$ cat src/rtl/mult_product_accumulator.sv
`default_nettype none
// ============================================================================
// mult_product_accumulator
// Sums batches of COUNT multiplier products and offers each batch sum on a
// valid/ready port. Optional macro SATURATE_EN clamps the sum on carry out.
// Revision 1.0
// ============================================================================
module mult_product_accumulator #(
  parameter int PROD_W = 8,
  parameter int ACC_W  = 12,
  parameter int COUNT  = 4
) (
  input  logic              clk,
  input  logic              reset,
  input  logic [PROD_W-1:0] prod_in,
  input  logic              prod_done,
  input  logic              clear,
  output logic [ACC_W-1:0]  sum_out,
  output logic              sum_valid,
  input  logic              sum_ready,
  output logic              busy,
  output logic [7:0]        prod_cnt,
  output logic              overflow,
  output logic              overrun
);

  typedef enum logic [1:0] {
    S_IDLE  = 2'd0,
    S_ACCUM = 2'd1,
    S_HOLD  = 2'd2
  } state_t;

  localparam logic [7:0] CNT_LAST = 8'(COUNT);
`ifdef SATURATE_EN
  localparam logic [ACC_W-1:0] ACC_MAX = '1;
`endif

  state_t           state;
  logic [ACC_W-1:0] acc;
  logic [7:0]       cnt;
  logic [ACC_W:0]   sum_wide;
  logic             carry;
  logic [ACC_W-1:0] acc_next;
  logic             start;
  logic             last;

  always_comb begin
    sum_wide = {1'b0, acc} + (ACC_W+1)'(prod_in);
    carry    = sum_wide[ACC_W];
`ifdef SATURATE_EN
    acc_next = carry ? ACC_MAX : sum_wide[ACC_W-1:0];
`else
    acc_next = sum_wide[ACC_W-1:0];
`endif
    // A product that arrives with the handshake opens the next batch at once.
    start = prod_done && ((state == S_IDLE) || ((state == S_HOLD) && sum_ready));
    last  = (cnt + 8'd1) == CNT_LAST;
  end

  always_ff @(posedge clk) begin
    if (reset || clear) begin
      state     <= S_IDLE;
      acc       <= '0;
      cnt       <= '0;
      sum_valid <= 1'b0;
      busy      <= 1'b0;
      overflow  <= 1'b0;
      overrun   <= 1'b0;
    end else begin
      overrun <= 1'b0;
      if (start) begin
        acc      <= ACC_W'(prod_in);
        cnt      <= 8'd1;
        overflow <= 1'b0;
        if (COUNT == 1) begin
          state     <= S_HOLD;
          sum_valid <= 1'b1;
          busy      <= 1'b0;
        end else begin
          state     <= S_ACCUM;
          sum_valid <= 1'b0;
          busy      <= 1'b1;
        end
      end else begin
        case (state)
          S_IDLE: ;
          S_ACCUM: begin
            if (prod_done) begin
              acc <= acc_next;
              cnt <= cnt + 8'd1;
              if (carry) overflow <= 1'b1;
              if (last) begin
                state     <= S_HOLD;
                sum_valid <= 1'b1;
                busy      <= 1'b0;
              end
            end
          end
          S_HOLD: begin
            if (sum_ready) begin
              state     <= S_IDLE;
              sum_valid <= 1'b0;
              acc       <= '0;
              cnt       <= '0;
            end else if (prod_done) begin
              overrun <= 1'b1;
            end
          end
          default: begin
            state     <= S_IDLE;
            acc       <= '0;
            cnt       <= '0;
            sum_valid <= 1'b0;
            busy      <= 1'b0;
          end
        endcase
      end
    end
  end

  assign sum_out  = acc;
  assign prod_cnt = cnt;

endmodule
`default_nettype wire

$ cat config.mk
export PLATFORM = sky130hd
export DESIGN_NAME = mult_product_accumulator
export DESIGN_NICKNAME = d
export VERILOG_FILES = /design/src/rtl/mult_product_accumulator.sv
export SDC_FILE = /design/constraint.sdc
export NUM_CORES = 1
export LEC_CHECK = 0
export BUFFER_PORTS_ARGS = -buffer_cell sky130_fd_sc_hd__buf_2
export CAP_MARGIN = 20
export CORE_AREA = 2 2 76 78
export CTS_CLUSTER_SIZE = 14
export DETAILED_ROUTE_END_ITERATION = 8
export DIE_AREA = 0 0 78 80
export SYNTH_ARGS = -nofsm -noshare
export SYNTH_HDL_FRONTEND = slang
export SYNTH_SLANG_ARGS = --single-unit
export TNS_END_PERCENT = 30
$ cat constraint.sdc
create_clock -name clk -period 2.8 [get_ports clk]
set_clock_uncertainty 0.05 [all_clocks]
set_input_delay 0.56 -clock clk [delete_from_list [all_inputs] [get_ports clk]]
set_output_delay 0.56 -clock clk [all_outputs]
set_load 0.005 [all_outputs]
### After elaboration in Yosys (flattened, before gate mapping)

Index checks and enable logic that the tools add are counted.

| storage, ports and cells | value |
|---|---|
| bits in registers | 26 |
| bits in latches | 0 |
| memory bits (writable) | 0 |
| memory bits (read-only) | 0 |
| logic and storage cells | 61 |
| memories | 0 |

| operators by class | value |
|---|---|
| add/sub/neg operators | 2 |
| $mul | 0 |
| div/mod/pow operators | 0 |
| order comparisons | 0 |
| equality and inequality tests | 11 |
| shifts and indexed selects | 0 |
| multiplexer cells | 22 |
| bitwise gates (word level) | 2 |
| reductions and logical operators | 14 |

Operator list:

| kind | number |
|---|---|
| $pmux 12 s3 | 1 |
| $mux 12 | 2 |
| $mux 8 | 3 |
| $pmux 8 s3 | 1 |
| $add 12x8->13 | 1 |
| $reduce_and 3->1 | 4 |
| $mux 1 | 9 |
| $ne 3x3->1 const B | 3 |
| $add 8x1->8 const B | 1 |
| $eq 8x3->1 const B | 1 |
| $ne 2x2->1 const B | 4 |
| $reduce_and 4->1 | 2 |
| $mux 2 | 3 |
| $pmux 2 s3 | 1 |
| $reduce_or 2->1 | 2 |
| $reduce_or 4->1 | 1 |
| $pmux 1 s3 | 1 |
| $eq 2x1->1 const B | 1 |
| $eq 2x2->1 const B | 1 |
| $logic_and 1x1->1 | 2 |
| $logic_not 2->1 | 1 |
| $logic_or 1x1->1 | 2 |
| $ne 2x1->1 const B | 1 |
| $not 1->1 | 2 |
| $pmux 1 s2 | 1 |

### Logic depth before layout (Yosys ltp)

Gate-level depths: netlist of the first run.

| depth | value |
|---|---|
| depth after elaboration | 6 |
| mapped depth | 7 |
| mapped depth without buffers | 7 |

### Worst setup path after synthesis of the first run

OpenSTA, ideal clock, no wires.

| timing path | value |
|---|---|
| path kind | input -> register |
| start | input port prod_in[3] |
| end | register acc[5], in the netlist sum_out[5] |
| data arrival time | 1.995 ns |
| required time | 2.619 ns |
| setup slack | 0.623 ns |
| cell stages on the path | 6 |
| buffers on the path | 0 |
| cells stage by stage | ha_1 and2_1 a221o_1 or3_1 a32oi_1 a21oi_1 |

| between the ends | value |
|---|---|
| word-level cells in the longest chain between the ends | 4 |

Ends and longest elaborated chain:

| what | line | source |
|---|---|---|
| start, declared | 15 | `input logic [PROD_W-1:0] prod_in,` |
| $add 12x8->13 | 48 | `sum_wide = {1'b0, acc} + (ACC_W+1)'(prod_in);` |
| $mux 12 | 88 | `if (prod_done) begin` |
| $pmux 12 s3 | 85 | `case (state)` |
| $mux 8 | 71 | `if (start) begin` |
| end signal, assigned | 72 | `acc <= ACC_W'(prod_in);` |
| end signal, assigned | 89 | `acc <= acc_next;` |
| end, declared | 39 | `logic [ACC_W-1:0] acc;` |

No other way between the ends. The select of a mux whose other input is x is not followed.
A chain may end at the register's enable or synchronous reset.

### Worst setup path in the final report of the first run

| timing path | value |
|---|---|
| start | input port prod_in[0] |
| end | register acc[10], in the netlist sum_out[10] |

| between the ends | value |
|---|---|
| word-level cells in the longest chain between the ends | 3 |

Ends and longest elaborated chain:

| what | line |
|---|---|
| $add 12x8->13 | 48 |
| $mux 12 | 88 |
| $pmux 12 s3 | 85 |

No other way between the ends. The select of a mux whose other input is x is not followed.

==> out/results.md, run 1 <==
### Placement
* count of input and output buffers: 36
* detailed placer's ending HPWL: 2920 um
* final weighted congestion of routability-driven global placement: 0.842

### Synth
* YS warnings: 0
* post-synthesis average cell area: 8.06 um^2
* async set-or-reset flop fraction in the synthesized netlist: 0
* count leader, synth: nor2_1
* post-synth top area share: 0.317
* total nets after synthesis: 220
* share of the yosys chip area belonging to registers: 0.317
* Synth Flop Type: dfxtp_1
* Post-synth EDFFs: 0
* area leader, netlist: dfxtp_1
* top post-synthesis cells by count: nor2_1, dfxtp_1, o21ai_0, a21oi_1
* mapped cell area: 0.00158 mm^2
* dominant cells by area after synthesis: dfxtp_1, ha_1, nor2_1, o21ai_0, a21oi_1
* register bit count reported by yosys: 25
* Netlist cell types: 49
* instance count of the mapped netlist: 196

### STA
* Final Hold Viols: 0
* slew at the pin with the worst max-slew slack: 0.430 ns
* Min Clock Period, post-route: 2.20 ns
* total of endpoints with negative setup slack in the final report: 0
* worst rel slew slack: 0.713
* achievable clock frequency: 455 MHz
* Setup TNS Final: 0 ns
* Hold WS: 0.431 ns
* share of the clock period used by the worst path after layout: 0.785
* number of max-slew violations in the final report: 0
* setup repair after global routing missed its margin: false

### Detailed routing
* Residual DRC: 0
* WL per Instance: 13.1 um
* count of antenna-violating nets left after detailed routing: 0
* initial DRC count: 92
* first-pass iteration count of the detailed router: 4
* routed via count divided by cell count: 5.18
* final routed wirelength across all metal layers: 3940 um
* routed via count: 1559

### Global route
* most used routing layer: met2
* overall overflow remaining after global route: 0
* overall routing resource usage: 0.129
* GRT met1 Usage: 0.175
* maximum number of pins on one net before global-route repair: 16
* wire length of the first global-routing pass: 6580 um
* number of global-route vias before repair: 1376
* M3 GR Usage: 0.0215
* global-route met2 utilization: 0.213
* antenna violations before repair: 0

### CTS
* TritonCTS clock tree: yes
* clock root buffer: clkbuf_8
* clock-pin transition on the worst setup and hold timing paths: 0.09 ns
* number of buffers between clock root and the deepest sink: 2
* cts bufs inserted: 3
* setup bufs post-CTS: 0
* post-CTS resize count: 0
* Post-CTS Hold Buffers: 0
* clk_lat worst skew: 0.27 ns
* htree depth: 1
* Sink Count: 25

### Setup path
* endpoint required time on the critical path: 2.95 ns
* Crit. End Element: flop
* highest net fanout along the worst path: 3
* length in cells of the worst reg-to-reg path: 7
* critical path type: in -> reg
* Largest stage delay, worst path: 0.42 ns
* end of the worst register-to-register path: sum_out[10]$_SDFFE_PP0P_
* Max stage delay cell, worst path: fa_1
* Critical R2R Launch: sum_out[0]$_SDFFE_PP0P_
* cell breakdown of the critical path: buf_2, ha_1, fa_1, a211oi_1, o21ai_1, a41oi_1, o21ai_0, a21oi_1
* setup slack, reg-to-reg: 0.67 ns
* arrival time at the worst endpoint: 2.35 ns
* critical path launch point type: input pin

### Hold path
* Worst Hold Path EP: overflow$_SDFFE_PP0P_
* origin of the worst min-delay path: overflow$_SDFFE_PP0P_
* hold path depth: 1
* Hold Crit Class: reg -> reg

### Floorplan
* total core area: 0.00541 mm^2
* initial standard-cell utilization of the core: 0.292
* top-level I/O count: 37
* Vert. Die Dim: 80 um
* horizontal extent of the die: 78 um
* FP Rows: 27
* die area: 0.00624 mm^2

### Layout
* synth-to-layout area growth: 18.6%
* number of diodes added for antenna fixing: 0
* fraction of final layout cells sized beyond drive strength 1: 0.214
* final net count: 254

### Power
* leakage dissipation: 0.810 nW
* overall power of the completed layout: 705 uW
* power per unit of standard cell area: 376 mW/mm^2
* largest voltage drop on the vdd net: 170 uV

### Status
* run status: complete, no violations

### Flow run
* Max-cap violations: 0

[worst max-delay path by stage]
| stage | slack, ns | endpoint | cells past startpoint | start |
|---|---|---|---|---|
| floorplan | 0.62 | sum_out[5]$_SDFFE_PP0P_ | 6 | prod_in[3] |
| global placement | 0.36 | sum_out[10]$_SDFFE_PP0P_ | 8 | prod_in[0] |
| detailed placement | 0.35 | sum_out[10]$_SDFFE_PP0P_ | 8 | prod_in[0] |
| CTS | 0.63 | sum_out[10]$_SDFFE_PP0P_ | 8 | prod_in[0] |
| global route | 0.49 | sum_out[10]$_SDFFE_PP0P_ | 8 | prod_in[0] |
| finish | 0.60 | sum_out[10]$_SDFFE_PP0P_ | 8 | prod_in[0] |
[per-stage QoR]
| stage | instance area [um^2] | instances | setup WS, ns | utilization |
|---|---|---|---|---|
| 6_report | 1870 | 301 | 0.601 | 0.347 |
| 4_1_cts | 1870 | 301 | 0.626 | 0.347 |
| 3_3_place_gp | 1830 | 297 | 0.357 | 0.338 |
| 3_5_place_dp | 1830 | 297 | 0.354 | 0.338 |
| 5_1_grt | 1870 | 301 | 0.494 | 0.347 |
| 2_1_floorplan | 1580 | 196 | 0.623 | - |
[cells in the final DEF (no fill, tap or decap), drive strengths merged, types with 4 or more instances in the layout]
cell type	instances
clkbuf	4
a22oi	5
nand2	10
dfxtp	25
nand2b	6
nor2	26
a211oi	6
or2	4
buf	38
nand3	5
a31oi	5
a21oi	14
o21ai	18
nor3	5
ha	10
[layer usage]
| layer | share of wire | vias up | wire length, um |
|---|---|---|---|
| met5 | 0 | - | 0 |
| met4 | 0.010 | 0 | 41 |
| met3 | 0.043 | 4 | 169 |
| met2 | 0.46 | 28 | 1820 |
| met1 | 0.48 | 724 | 1910 |
| li1 | - | 803 | - |
[layout make-up]
class | count | area (um^2)
fill | 594 | 3530
inverter | 1 | 3.75
tap | 72 | 90.1
sequential | 25 | 500
multi-input combinational | 161 | 1040
clock buffer | 4 | 45.0
timing repair buffer | 38 | 195
[sequential cells by signal (all words and copies together), names as in the netlist]
name,cells
sum_out,12
prod_cnt,8
busy,1
overflow,1
overrun,1
state,1
sum_valid,1
[worst max-delay path, delay by kind of cell]
family	cells	cell delay, ns
AOI/OAI and AO/OA	5	1.04
adders and majority gates	2	0.64
buffers and inverters	1	0.11
[report_power, final]
group | internal [mW] | switching [mW]
sequential | 0.362 | 0.00700
clock | 0.102 | 0.117
combinational | 0.0492 | 0.0683
[kinds of logic (layout without fill, tap and decap cells)]
| group | count (synthesis) | count (layout) | synth area share |
|---|---|---|---|
| AOI/OAI and AO/OA | 71 | 71 | 0.296 |
| xor gates and xnor gates | 4 | 4 | 0.0222 |
| adders and majority gates | 11 | 11 | 0.0919 |
| buffers and inverters | 10 | 43 | 0.0254 |
| DFF | 25 | 25 | 0.317 |
| muxes | 2 | 2 | 0.0135 |
| and+or+nand+nor | 73 | 73 | 0.234 |
No activity file was read; power rests on OpenSTA's default activity.
==> inputs of run 2 (changes only) <==
==> constraint.sdc (replaced) <==
create_clock -name clk -period 2 [get_ports clk]
set_clock_uncertainty 0.05 [all_clocks]
set_input_delay 0.4 -clock clk [delete_from_list [all_inputs] [get_ports clk]]
set_output_delay 0.4 -clock clk [all_outputs]
set_load 0.005 [all_outputs]
==> out/results.md, run 2 (synthesis gave the netlist of run 1 again) <==
### Status
* run status: complete, no violations

### Global route
* number of global-route vias before repair: 1498, +8.9%
* overall routing resource usage: 0.141, +0.0120
* antenna violations before repair: 0, unchanged
* wire length of the first global-routing pass: 7200 um, +9.3%
* overall overflow remaining after global route: 0, unchanged
* maximum number of pins on one net before global-route repair: 16, unchanged

### STA
* total of endpoints with negative setup slack in the final report: 0, unchanged
* share of the clock period used by the worst path after layout: 0.958
* number of max-slew violations in the final report: 0, unchanged
* Min Clock Period, post-route: 1.92 ns
* Hold WS: 0.390 ns, -0.0413 ns
* slew at the pin with the worst max-slew slack: 0.439 ns, +0.00967 ns
* setup repair after global routing missed its margin: true
* worst rel slew slack: 0.705, -0.00870
* achievable clock frequency: 522 MHz
* Worst Setup Slack, final: 0.0846 ns, -0.517 ns
* Final Hold Viols: 0, unchanged

### CTS
* TritonCTS clock tree: yes
* clock root buffer: clkbuf_8
* cts bufs inserted: 3, unchanged
* clk_lat worst skew: 0.27 ns, about the same
* Sink Count: 25, unchanged
* clock-pin transition on the worst setup and hold timing paths: 0.10 ns, about the same
* htree depth: 1, unchanged
* number of buffers between clock root and the deepest sink: 2, unchanged
* Post-CTS Hold Buffers: 0, unchanged

### Setup path
* end of the critical path: sum_out[10]$_SDFFE_PP0P_
* end of the worst register-to-register path: sum_out[10]$_SDFFE_PP0P_
* endpoint required time on the critical path: 2.15 ns, -0.80 ns
* launch point of the critical path: sum_out[0]$_SDFFE_PP0P_
* highest net fanout along the worst path: 3, unchanged
* critical path type: reg -> reg
* critical path launch point type: flop
* Crit. End Element: flop
* setup slack, reg-to-reg: 0.08 ns, -0.59 ns
* Critical R2R Launch: sum_out[0]$_SDFFE_PP0P_
* length in cells of the worst reg-to-reg path: 7, unchanged
* arrival time at the worst endpoint: 2.06 ns, -0.29 ns

### Placement
* detailed placer's ending HPWL: 3230 um, +11%
* total placed cells including tap cells: 313, +5.4%
* count of input and output buffers: 36, unchanged
* final weighted congestion of routability-driven global placement: 0.841, about the same
* Worst Setup Slack post-DPL: -0.168 ns, -0.521 ns

### Layout
* synth-to-layout area growth: 34.0%
* number of diodes added for antenna fixing: 0, unchanged
* final net count: 272, +7.1%
* leading cell type in the layout, fill and taps excluded: buf_2
* fraction of final layout cells sized beyond drive strength 1: 0.348, +0.134
* fin cells: 319, +6.0%
* utilization after layout: 0.391, +0.0449
* number of flip-flops in the largest register: 12, unchanged
* # fillers: 575, -3.2%
* commonest non-fill, non-tap cells in the layout: buf_2, nor2_1, dfxtp_1

### Power
* power per unit of standard cell area: 493 mW/mm^2, +31%
* leakage dissipation: 0.913 nW, +13%
* largest voltage drop on the vdd net: 308 uV, +81%
* overall power of the completed layout: 1.04 mW, +48%

### Hold path
* Hold Crit Class: in -> reg
* origin of the worst min-delay path: prod_in[6]
* hold path depth: 3, +2

### Flow run
* Max-cap violations: 0, unchanged

### Detailed routing
* count of antenna-violating nets left after detailed routing: 0, unchanged
* Residual DRC: 0, unchanged
* first-pass iteration count of the detailed router: 4, unchanged
* routed via count divided by cell count: 5.23, +0.95%
* initial DRC count: 141, +53%
* WL per Instance: 13.5 um, +3.1%
* routed via count: 1668, +7.0%
* final routed wirelength across all metal layers: 4310 um, +9.3%

### Floorplan
* FP Rows: 27, unchanged
* die area: 0.00624 mm^2, unchanged
* total core area: 0.00541 mm^2, unchanged
* initial standard-cell utilization of the core: 0.292, unchanged
* top-level I/O count: 37, unchanged
* Vert. Die Dim: 80 um, unchanged
* horizontal extent of the die: 78 um, unchanged

[run 2: changes by cell type in the layout (fill, tap and decap cells not counted), moves of 2 or more]
cell      before  now
a211oi_1       6    4
dfxtp_1       25   21
dfxtp_2        0    4
buf_4          2   19
ha_4           0    4
ha_1          10    5
[run 2: worst min-delay path by stage]
stage	endpoint	slack, ns
6_report	sum_out[6]$_SDFFE_PP0P_	0.39
4_1_cts	sum_out[6]$_SDFFE_PP0P_	0.35
2_1_floorplan	overflow$_SDFFE_PP0P_	0.41
3_3_place_gp	overflow$_SDFFE_PP0P_	0.41
5_1_grt	sum_out[6]$_SDFFE_PP0P_	0.42
3_5_place_dp	overflow$_SDFFE_PP0P_	0.41
[run 2: per-stage QoR]
stage               area (um^2)  setup TNS (ns)
floorplan                  1600        -0.00467
global placement           1970          -0.879
detailed placement         1970           -1.01
CTS                        2010               0
global route               2120         -0.0411
finish                     2120               0
[run 2: metal layers]
layer  wire [um]  vias up  global-route usage
met5           0        -                   0
met4          34        0              0.0316
met3         158        2              0.0147
met2        1990       44               0.231
met1        2130      775               0.200
li1            -      847                   -
[run 2: layout make-up]
type | count | area [um^2] | area share
flip-flops and latches | 25 | 505 | 0.239
clock buffers | 3 | 41.3 | 0.0195
inverters | 1 | 3.75 | 0.00177
clock inverters | 1 | 5.00 | 0.00237
well taps | 72 | 90.1 | 0.0426
multi-input cells | 161 | 1140 | 0.537
repair buffers | 56 | 334 | 0.158
[run 2: power by group]
group	internal, mW	switching [mW]
Sequential	0.508	0.0101
Clock	0.139	0.166
Combinational	0.106	0.114
[run 2: timing repair]
action | CTS | global route
gates resized for setup | 0 | 21
endpoints found under the setup margin | 0 | 7
buffers inserted | 0 | 2
hold endpoints to repair | 0 | 0
[run 2: worst max-delay path, stage by stage (launching register included)]
cell      delay, ns
dfxtp_2        0.34
ha_4           0.16
fa_2           0.42
a211oi_4       0.31
o21ai_2        0.12
a41oi_2        0.21
o21ai_0        0.09
a21oi_1        0.14
==> inputs of run 3 (changes only) <==
--- a/config.mk
+++ b/config.mk
@@ -5,6 +5,7 @@
 export SDC_FILE = /design/constraint.sdc
 export NUM_CORES = 1
 export LEC_CHECK = 0
+export ABC_AREA = 0
 export BUFFER_PORTS_ARGS = -buffer_cell sky130_fd_sc_hd__buf_2
 export CAP_MARGIN = 20
 export CORE_AREA = 2 2 76 78
@@ -14,4 +15,4 @@
 export SYNTH_ARGS = -nofsm -noshare
 export SYNTH_HDL_FRONTEND = slang
 export SYNTH_SLANG_ARGS = --single-unit
-export TNS_END_PERCENT = 30
+export TNS_END_PERCENT = 5
==> constraint.sdc (replaced) <==
create_clock -name clk -period 2.45 [get_ports clk]
set_clock_uncertainty 0.05 [all_clocks]
set_input_delay 0.49 -clock clk [delete_from_list [all_inputs] [get_ports clk]]
set_output_delay 0.49 -clock clk [all_outputs]
set_load 0.005 [all_outputs]
==> out/results.md, run 3 (synthesis gave the netlist of run 1 again) <==
### Global route
* number of global-route vias before repair: 1445, -3.5%
* antenna violations before repair: 0, unchanged
* overall overflow remaining after global route: 0, unchanged
* overall routing resource usage: 0.133, -0.00811
* maximum number of pins on one net before global-route repair: 16, unchanged
* wire length of the first global-routing pass: 6640 um, -7.7%

### Power
* largest voltage drop on the vdd net: 189 uV, -39%
* leakage dissipation: 0.821 nW, -10%
* Internal: 588 uW, -22%
* Reg power frac: 0.518, +0.021
* switching portion of total power: 0.277, -0.00102
* portion of total power attributed to combinational logic: 0.168, -0.043
* switching power of the nets: 225 uW, -22%
* power per unit of standard cell area: 431 mW/mm^2, -13%
* Clock power frac: 0.314, +0.022
* overall power of the completed layout: 814 uW, -22%

### Placement
* count of input and output buffers: 36, unchanged
* final weighted congestion of routability-driven global placement: 0.865, +2.8%
* placed cell areas: 0.00184 mm^2, -6.2%
* detailed placer's ending HPWL: 3000 um, -7.2%

### Floorplan
* die area: 0.00624 mm^2, unchanged
* initial standard-cell utilization of the core: 0.292, unchanged
* FP Rows: 27, unchanged
* total core area: 0.00541 mm^2, unchanged
* Vert. Die Dim: 80 um, unchanged
* top-level I/O count: 37, unchanged
* horizontal extent of the die: 78 um, unchanged

### STA
* worst rel slew slack: 0.708, +0.00335
* setup repair after global routing missed its margin: false
* Min Clock Period, post-route: 2.13 ns, +0.210 ns
* total of endpoints with negative setup slack in the final report: 0, unchanged
* achievable clock frequency: 470 MHz, -9.9%
* slew at the pin with the worst max-slew slack: 0.434 ns, -0.00498 ns
* Hold WS: 0.435 ns, +0.0451 ns
* Setup TNS Final: 0 ns, unchanged
* number of max-slew violations in the final report: 0, unchanged
* share of the clock period used by the worst path after layout: 0.868, -0.0900
* Final Hold Viols: 0, unchanged

### Setup path
* Max stage delay cell, worst path: fa_1
* endpoint required time on the critical path: 2.60 ns, +0.45 ns
* length in cells of the worst reg-to-reg path: 7, unchanged
* critical path launch point type: flop
* Critical R2R Launch: sum_out[0]$_SDFFE_PP0P_
* launch point of the critical path: sum_out[0]$_SDFFE_PP0P_
* end of the worst register-to-register path: sum_out[10]$_SDFFE_PP0P_
* critical path type: reg -> reg
* setup slack, reg-to-reg: 0.32 ns, +0.24 ns
* arrival time at the worst endpoint: 2.28 ns, +0.22 ns
* end of the critical path: sum_out[10]$_SDFFE_PP0P_
* cell breakdown of the critical path: ha_1, fa_1, a211oi_1, o21ai_1, a41oi_1, o21ai_0, a21oi_1
* Crit. End Element: flop
* Largest stage delay, worst path: 0.42 ns, about the same
* highest net fanout along the worst path: 3, unchanged

### CTS
* cts bufs inserted: 3, unchanged
* Post-CTS Hold Buffers: 0, unchanged
* TritonCTS clock tree: yes
* number of buffers between clock root and the deepest sink: 2, unchanged
* post-CTS resize count: 0, unchanged
* clock-pin transition on the worst setup and hold timing paths: 0.09 ns, about the same
* setup bufs post-CTS: 0, unchanged
* htree depth: 1, unchanged
* clk_lat worst skew: 0.27 ns, about the same
* clock root buffer: clkbuf_8
* Sink Count: 25, unchanged

### Layout
* synth-to-layout area growth: 19.6%
* commonest non-fill, non-tap cells in the layout: buf_2, nor2_1, dfxtp_1
* number of flip-flops in the largest register: 12, unchanged
* leading cell type in the layout, fill and taps excluded: buf_2
* number of diodes added for antenna fixing: 0, unchanged
* post-route cell area: 0.00189 mm^2, -11%
* # fillers: 603, +4.9%
* utilization after layout: 0.349, -0.0421
* final net count: 256, -5.9%
* fraction of final layout cells sized beyond drive strength 1: 0.221, -0.127

### Status
* run status: complete, no violations

### Detailed routing
* Residual DRC: 0, unchanged
* routed via count divided by cell count: 5.24, +0.29%
* WL per Instance: 13.4 um, -0.66%
* routed via count: 1589, -4.7%
* final routed wirelength across all metal layers: 4070 um, -5.6%
* first-pass iteration count of the detailed router: 4, unchanged
* initial DRC count: 116, -18%
* count of antenna-violating nets left after detailed routing: 0, unchanged

### Flow run
* Max-cap violations: 0, unchanged

### Hold path
* Hold Crit Class: in -> reg
* hold path depth: 3, unchanged

## run 3: cell types whose count changed in the layout (fill, tap and decap cells not counted), moves of 2 or more
cell,previous run,this run
ha_1,5,10
dfxtp_2,4,0
a211oi_1,4,6
dfxtp_1,21,25
buf_4,19,4
ha_4,4,0
## run 3: layout make-up
class | instances | area, um^2 | share of cell area
Multi-Input combinational cell | 161 | 1040 | 0.550
Sequential cell | 25 | 500 | 0.265
Timing Repair Buffer | 40 | 210 | 0.111
Tap cell | 72 | 90.1 | 0.0477
Clock buffer | 4 | 45.0 | 0.0239
Inverter | 1 | 3.75 | 0.00199
## run 3: critical path: cells and delay by family (launching register included)
family / cells / cell delay [ns]
DFF: 1 / 0.34
adders and majority gates: 2 / 0.63
AOI/OAI and AO/OA: 5 / 1.03
## run 3: per-stage QoR
stage | cells | worst slack [ns]
finish | 303 | 0.324
global route | 303 | 0.215
CTS | 303 | 0.321
detailed placement | 299 | 0.0620
global placement | 299 | 0.0848
floorplan | 196 | 0.343
## run 3: worst min-delay path by stage
stage | end | startpoint | slack [ns]
2_1_floorplan | overflow$_SDFFE_PP0P_ | overflow$_SDFFE_PP0P_ | 0.41
5_1_grt | sum_out[6]$_SDFFE_PP0P_ | prod_in[6] | 0.43
6_report | sum_out[6]$_SDFFE_PP0P_ | prod_in[6] | 0.43
3_5_place_dp | overflow$_SDFFE_PP0P_ | overflow$_SDFFE_PP0P_ | 0.41
3_3_place_gp | overflow$_SDFFE_PP0P_ | overflow$_SDFFE_PP0P_ | 0.40
4_1_cts | sum_out[6]$_SDFFE_PP0P_ | prod_in[6] | 0.43
## run 3: layer usage
layer  part of all wire  vias up  GRT usage
li1                   -      811          -
met1               0.46      738      0.168
met2               0.48       36      0.222
met3              0.044        4     0.0249
met4              0.013        0     0.0561
met5                  0        -          0
## run 3: power by group through the flow
stage	logic (mW)	clock network (mW)	registers (mW)
final	0.136	0.255	0.422
after global routing	0.154	0.279	0.423
after CTS	0.137	0.261	0.422
after detailed placement	0.136	0	0.431
after global placement	0.135	0	0.431
after floorplan	0.0927	0	0.431
